==> config.mk <==
export PLATFORM = sky130hd
export DESIGN_NAME = key_schedule
export DESIGN_NICKNAME = d
export VERILOG_FILES = /design/src/rtl/aes_pkg.sv /design/src/rtl/sbox.sv /design/src/rtl/sub_word.sv /design/src/rtl/key_schedule.sv
export SDC_FILE = /design/constraint.sdc
export NUM_CORES = 2
export LEC_CHECK = 0
export BUFFER_PORTS_ARGS = -buffer_cell sky130_fd_sc_hd__buf_2
export CORE_ASPECT_RATIO = 0.8
export CORE_MARGIN = 1
export CORE_UTILIZATION = 30
export DETAILED_ROUTE_END_ITERATION = 12
export PLACE_DENSITY = 0.54
export SYNTH_ARGS = -nofsm -noshare
export SYNTH_HDL_FRONTEND = slang
export SYNTH_SLANG_ARGS = --single-unit
==> constraint.sdc <==
create_clock -name clk -period 15.3 [get_ports clk]
set_clock_uncertainty 0.2 [all_clocks]
set_input_delay 1.53 -clock clk [delete_from_list [all_inputs] [get_ports clk]]
set_output_delay 1.53 -clock clk [all_outputs]
set_load 0.03 [all_outputs]
==> src/rtl/aes_pkg.sv <==
// Shared AES key-schedule definitions: key length encodings, Nk/Nr lookup, storage sizing, xtime.
package aes_pkg;

    localparam logic [1:0] KEY_LEN_128  = 2'b00;
    localparam logic [1:0] KEY_LEN_192  = 2'b01;
    localparam logic [1:0] KEY_LEN_256  = 2'b10;
    localparam logic [1:0] KEY_LEN_RSVD = 2'b11;

    typedef enum logic {
        S_IDLE = 1'b0,
        S_GEN  = 1'b1
    } ks_state_t;

    function automatic logic [3:0] nk_of(input logic [1:0] key_len);
        case (key_len)
            KEY_LEN_128: return 4'd4;
            KEY_LEN_192: return 4'd6;
            KEY_LEN_256: return 4'd8;
            default:     return 4'd0;
        endcase
    endfunction

    function automatic logic [3:0] nr_of(input logic [1:0] key_len);
        case (key_len)
            KEY_LEN_128: return 4'd10;
            KEY_LEN_192: return 4'd12;
            KEY_LEN_256: return 4'd14;
            default:     return 4'd0;
        endcase
    endfunction

    function automatic int max_words(input int max_nr);
        return 4 * (max_nr + 1);
    endfunction

    function automatic logic [7:0] xtime(input logic [7:0] b);
        return {b[6:0], 1'b0} ^ (b[7] ? 8'h1b : 8'h00);
    endfunction

endpackage

==> src/rtl/sbox.sv <==
// AES forward S-box, purely combinational byte lookup.
module sbox (
    input  logic [7:0] i_byte,
    output logic [7:0] o_byte
);

    localparam logic [2047:0] SBOX_TAB = {
        128'h637c777bf26b6fc53001672bfed7ab76,
        128'hca82c97dfa5947f0add4a2af9ca472c0,
        128'hb7fd9326363ff7cc34a5e5f171d83115,
        128'h04c723c31896059a071280e2eb27b275,
        128'h09832c1a1b6e5aa0523bd6b329e32f84,
        128'h53d100ed20fcb15b6acbbe394a4c58cf,
        128'hd0efaafb434d338545f9027f503c9fa8,
        128'h51a3408f929d38f5bcb6da2110fff3d2,
        128'hcd0c13ec5f974417c4a77e3d645d1973,
        128'h60814fdc222a908846eeb814de5e0bdb,
        128'he0323a0a4906245cc2d3ac629195e479,
        128'he7c8376d8dd54ea96c56f4ea657aae08,
        128'hba78252e1ca6b4c6e8dd741f4bbd8b8a,
        128'h703eb5664803f60e613557b986c11d9e,
        128'he1f8981169d98e949b1e87e9ce5528df,
        128'h8ca1890dbfe6426841992d0fb054bb16
    };

    // Entry 0 sits in the top byte, so entry a starts at bit 8*(255-a).
    logic [10:0] w_lsb;
    assign w_lsb  = {~i_byte, 3'b000};
    assign o_byte = SBOX_TAB[w_lsb +: 8];

endmodule

==> src/rtl/sub_word.sv <==
// 32-bit AES SubWord: four parallel S-box lookups, combinational.
module sub_word (
    input  logic [31:0] i_word,
    output logic [31:0] o_word
);

    for (genvar g = 0; g < 4; g++) begin : g_sbox
        sbox u_sbox (
            .i_byte (i_word[8*g +: 8]),
            .o_byte (o_word[8*g +: 8])
        );
    end

endmodule

==> src/rtl/key_schedule.sv <==
// AES-128/192/256 key expansion, one word per cycle after the start edge; done after 40/46/52 edges.
// No backpressure: starts while busy are dropped, illegal starts pulse err; rd_key is registered.
module key_schedule
    import aes_pkg::*;
#(
    parameter int MAX_NK = 8
) (
    input  logic                  clk,
    input  logic                  i_rst,
    input  logic                  i_start,
    input  logic [1:0]            i_key_len,
    input  logic [32*MAX_NK-1:0]  i_key_in,
    output logic                  o_busy,
    output logic                  o_done,
    output logic                  o_err,
    output logic                  o_keys_valid,
    input  logic [3:0]            i_rd_round,
    output logic [127:0]          o_rd_key
);

    localparam int MAX_NR = MAX_NK + 6;
    localparam int NW     = max_words(MAX_NR);
    localparam int IW     = $clog2(NW);

    ks_state_t     r_state, w_state_nxt;
    logic [31:0]   r_w [NW];
    logic [IW-1:0] r_i;
    logic [2:0]    r_pos;
    logic [3:0]    r_nk, r_nr;
    logic [7:0]    r_rcon;
    logic          r_done, r_err, r_keys_valid;
    logic [127:0]  r_rd_key;

    logic [3:0]    w_nk_in;
    logic          w_legal, w_accept, w_reject, w_gen, w_last;
    logic [IW-1:0] w_last_idx, w_rd_base;
    logic [31:0]   w_prev, w_old, w_sw_in, w_sw_out, w_temp, w_new;

    assign w_nk_in    = nk_of(i_key_len);
    assign w_legal    = (i_key_len != KEY_LEN_RSVD) && (int'(w_nk_in) <= MAX_NK);
    assign w_accept   = i_start && (r_state == S_IDLE) && w_legal;
    assign w_reject   = i_start && (r_state == S_IDLE) && !w_legal;
    assign w_gen      = (r_state == S_GEN);
    assign w_last_idx = IW'({r_nr, 2'b11});
    assign w_last     = w_gen && (r_i == w_last_idx);

    // r_pos tracks i mod Nk so no divider is needed.
    assign w_prev  = r_w[r_i - IW'(1)];
    assign w_old   = r_w[r_i - IW'(r_nk)];
    assign w_sw_in = (r_pos == 3'd0) ? {w_prev[23:0], w_prev[31:24]} : w_prev;

    sub_word u_sub_word (
        .i_word (w_sw_in),
        .o_word (w_sw_out)
    );

    always_comb begin
        w_temp = w_prev;
        if (r_pos == 3'd0)
            w_temp = w_sw_out ^ {r_rcon, 24'h0};
        else if ((r_nk == 4'd8) && (r_pos == 3'd4))
            w_temp = w_sw_out;
    end

    assign w_new = w_old ^ w_temp;

    always_ff @(posedge clk) begin
        if (i_rst)
            r_state <= S_IDLE;
        else
            r_state <= w_state_nxt;
    end

    always_comb begin
        w_state_nxt = r_state;
        case (r_state)
            S_IDLE:  if (w_accept) w_state_nxt = S_GEN;
            S_GEN:   if (w_last)   w_state_nxt = S_IDLE;
            default: w_state_nxt = S_IDLE;
        endcase
    end

    always_comb begin
        o_busy = (r_state == S_GEN);
    end

    always_ff @(posedge clk) begin
        if (i_rst) begin
            r_i          <= '0;
            r_pos        <= '0;
            r_nk         <= '0;
            r_nr         <= '0;
            r_rcon       <= 8'h01;
            r_done       <= 1'b0;
            r_err        <= 1'b0;
            r_keys_valid <= 1'b0;
        end else begin
            r_done <= w_last;
            r_err  <= w_reject;
            if (w_accept) begin
                r_nk         <= w_nk_in;
                r_nr         <= nr_of(i_key_len);
                r_i          <= IW'(w_nk_in);
                r_pos        <= '0;
                r_rcon       <= 8'h01;
                r_keys_valid <= 1'b0;
            end else if (w_gen) begin
                r_i   <= r_i + IW'(1);
                r_pos <= ({1'b0, r_pos} == r_nk - 4'd1) ? 3'd0 : r_pos + 3'd1;
                if (r_pos == 3'd0)
                    r_rcon <= xtime(r_rcon);
                if (w_last)
                    r_keys_valid <= 1'b1;
            end
        end
    end

    // Storage is never cleared; keys_valid masks stale contents.
    always_ff @(posedge clk) begin
        if (!i_rst) begin
            if (w_accept) begin
                for (int j = 0; j < MAX_NK; j++) begin
                    if (j < int'(w_nk_in))
                        r_w[j] <= i_key_in[32*(MAX_NK-j)-1 -: 32];
                end
            end else if (w_gen) begin
                r_w[r_i] <= w_new;
            end
        end
    end

    assign w_rd_base = IW'({i_rd_round, 2'b00});

    always_ff @(posedge clk) begin
        if (i_rst || !r_keys_valid || w_accept || (i_rd_round > r_nr))
            r_rd_key <= '0;
        else
            r_rd_key <= {r_w[w_rd_base], r_w[w_rd_base + IW'(1)],
                         r_w[w_rd_base + IW'(2)], r_w[w_rd_base + IW'(3)]};
    end

    assign o_done       = r_done;
    assign o_err        = r_err;
    assign o_keys_valid = r_keys_valid;
    assign o_rd_key     = r_rd_key;

endmodule

==> summary.txt <==
Outcome
  • Status: finished clean

Setup path
  • Worst r2r src: r_i[0]$_SDFFE_PP0P_
  • Worst setup EP type: flip-flop
  • Register-to-Register Path Depth: 21
  • CP Data Arrival Time: 11,310 ps
  • Crit Path Class: reg -> reg
  • Worst setup SP type: flip-flop
  • Worst-path fanout max: 124
  • Worst Path Required: 15,700 ps
  • R2R Setup Slk: 4390 ps
  • Reg-to-reg endpoint: r_w[34][27]$_DFFE_PP_

Synth
  • Most used flip-flop cell after synthesis: edfxtp_1
  • Gate Count Post-Synth: 8,529
  • EDFF count, synth: 2,048
  • Dominant cells by area after synthesis: edfxtp_1, mux4_2, mux2i_1
  • #FFs+latches synth: 2,203
  • Post-Syn Area per Cell: 15.7 um^2
  • Post-synthesis cell type count: 123
  • Post-synth ARST share: 0%
  • Top cell type's share of synthesized area: 46.0%
  • Syn Nets: 8,867
  • Seq/Total Area, Yosys: 48.3%
  • Yosys Warn Count: 0
  • Leading area contributor after synthesis: edfxtp_1
  • Post-synthesis cell area: 134,000 um^2

STA
  • Final setup viols: 0
  • Final setup TNS: 0 ps
  • Max Clock Freq: 91.6 MHz
  • Period minus WS final: 10,910 ps
  • Max-slew violations: 0
  • Slew @ Worst Pin: 1390 ps
  • Max_slew headroom: 7.23%
  • Final hold violations: 0
  • Final Cycle Share: 71.3%
  • Unrepaired setup endpoints after global routing: no

Global routing
  • Tot GR Track Use: 27.7%
  • Global route overflow: 0
  • Initial antenna violation count: 55
  • Largest net degree at the start of global routing: 127
  • First-pass GRT wire length: 858,000 um
  • Vias in the first global route: 95,200

Route
  • Vias per inst: 6.69
  • Vias: 100,000
  • DR WL/cell: 42.9 um
  • Residual DRC: 0
  • Initial drt markers: 16,900
  • Antenna-violating nets left: 0
  • Drt total wl: 643,000 um
  • 1st-pass router iterations: 7

Clock network
  • Cts hold-fix bufs: 0
  • CTS resizes: 0
  • CTS clk-pin slew, worst paths: 60 ps
  • Htree depth: 5
  • Postcts setup bufs: 0
  • TritonCTS buffer count: 265
  • Root Buffer: clkbuf_16
  • Skew-Pair Late Insertion Delay: 960 ps
  • CTS tree: done
  • CTS Sinks: 2,203
  • CTS Buffer Depth: 4

Power and ir drop
  • Switch share: 42.8%
  • Pwr Density: 200 nW/um^2
  • Leakage: 48.7 nW
  • Seq pwr share: 32.5%
  • Worst VDD drop: 0.000181 V
  • Clk pwr share: 22.2%
  • P_int: 0.0174 W
  • Comb power frac: 45.4%
  • Net switching power: 0.0130 W

Floorplan
  • Core area: 442,000 um^2
  • DIE AREA: 448,000 um^2
  • FP Rows: 218
  • Num ports: 397
  • Initial Util: 30.2%
  • Die W: 748 um
  • Die Height: 599 um

Placement
  • Detailed Place HPWL: 420,000 um
  • Port buffer count: 396
  • Routability congestion estimate: 1.04
  • Cell count after placement: 14,400

Worst hold path
  • Hold_sp: r_nk[2]$_SDFFE_PP0P_
  • Hold/Removal Path Class: reg -> reg
  • WHS Endpoint: r_nk[2]$_SDFFE_PP0P_
  • Worst hold stages: 1

Layout
  • Fin nets: 9,085
  • Most frequent cells in the layout: edfxtp_1, mux4_2, nand2_1, buf_2, buf_4
  • P&R area growth vs syn: 14.0%
  • Most common cell after layout, fill and taps aside: edfxtp_1
  • Post-route insts no fill: 15,000
  • Share of cells above drive strength 1: 37.7%
  • Fillers: 42,000

Run
  • Max Cap Viol: 0
[worst max-delay path: stages (launching register included)]
cell	delay [ps]
dfxtp_4	770
clkinv_1	290
ha_4	830
buf_12	650
mux4_2	420
mux4_2	490
o2111ai_1	380
nand3_2	510
and2_1	330
buf_4	210
ha_1	690
clkinv_1	560
nor2_1	700
or3_1	230
a21oi_1	80
o32a_1	360
a211oi_1	490
o21ai_0	190
a31oi_1	680
xnor2_1	450
inv_1	430
buf_4	370
[cell usage after synthesis (all sizes together), types with 78 or more instances]
library cell,n
a31oi,78
a211oi,99
nor3,91
dfxtp,155
a21oi,275
o21ai,356
nand2,514
edfxtp,2048
inv,90
mux2,145
nand3,161
mux2i,331
o211ai,107
mux4,1817
clkbuf,387
nor2,347
nor2b,166
buf,447
[kinds of logic after synthesis]
group	share of synthesized area [%]
muxes	34.3
DFF	48.3
xor gates and xnor gates	0.506
adders and majority gates	0.689
buffers and inverters	3.35
and+or+nand+nor	5.45
AOI/OAI and AO/OA	7.33
[sequential cells by signal, summed over array words and instances, names as in the netlist, 3 cells and up]
register / flops
r_w: 2048
o_rd_key: 128
r_rcon: 8
r_i: 6
r_nk: 3
r_nr: 3
r_pos: 3
[per-stage QoR]
step / hold slack [ps] / total power [W] / setup slack, ps / instance area, um^2 / utilization, %
detailed placement: 267 / 0.0232 / 4770 / 143000 / 32.4
global route: 316 / 0.0311 / 4030 / 152000 / 34.5
global placement: 256 / 0.0232 / 4790 / 143000 / 32.4
finish: 280 / 0.0304 / 4390 / 152000 / 34.5
CTS: 281 / 0.0299 / 4720 / 152000 / 34.4
floorplan: 241 / 0.0180 / 6940 / 134000 / -
[area by class of cell]
class	instances	area, um^2	share of cell area, %
diodes	65	163	0.107
clock buffers	311	7070	4.64
clock inverters	170	2090	1.37
inverters	95	359	0.236
multi-input cells	5397	65600	43.0
flip-flops and latches	2203	64600	42.4
well taps	5940	7430	4.88
repair buffers	785	5090	3.34
[worst max-delay path by stage]
| stage | slack, ps | cells past startpoint | endpoint | from |
|---|---|---|---|---|
| after floorplan | 6940 | 31 | r_w[10][10]$_DFFE_PP_ | r_i[0]$_SDFFE_PP0P_ |
| after global placement | 4790 | 22 | r_w[56][27]$_DFFE_PP_ | r_i[0]$_SDFFE_PP0P_ |
| after detailed placement | 4770 | 22 | r_w[45][27]$_DFFE_PP_ | r_i[0]$_SDFFE_PP0P_ |
| after CTS | 4720 | 22 | r_w[40][27]$_DFFE_PP_ | r_i[0]$_SDFFE_PP0P_ |
| after global routing | 4030 | 22 | r_w[39][27]$_DFFE_PP_ | r_i[0]$_SDFFE_PP0P_ |
| final | 4390 | 21 | r_w[34][27]$_DFFE_PP_ | r_i[0]$_SDFFE_PP0P_ |
[layer usage]
layer	GRT usage (%)	vias to the layer above	part of all wire (%)	routed length, um
li1	-	36600	-	-
met1	36.1	52600	37	236000
met2	39.5	9192	42	269000
met3	10.9	1669	15	93900
met4	15.3	28	6.8	43500
met5	0.212	-	0.044	285
[power by group through the flow]
stage          registers [W]  clock network (W)  logic (W)
6_report             0.00988            0.00675     0.0138
5_1_grt              0.00989            0.00700     0.0142
4_1_cts              0.00987            0.00680     0.0132
3_5_place_dp          0.0100                  0     0.0132
3_3_place_gp         0.00999                  0     0.0132
2_1_floorplan         0.0101                  0    0.00782
(Power assumes the default switching activity.)
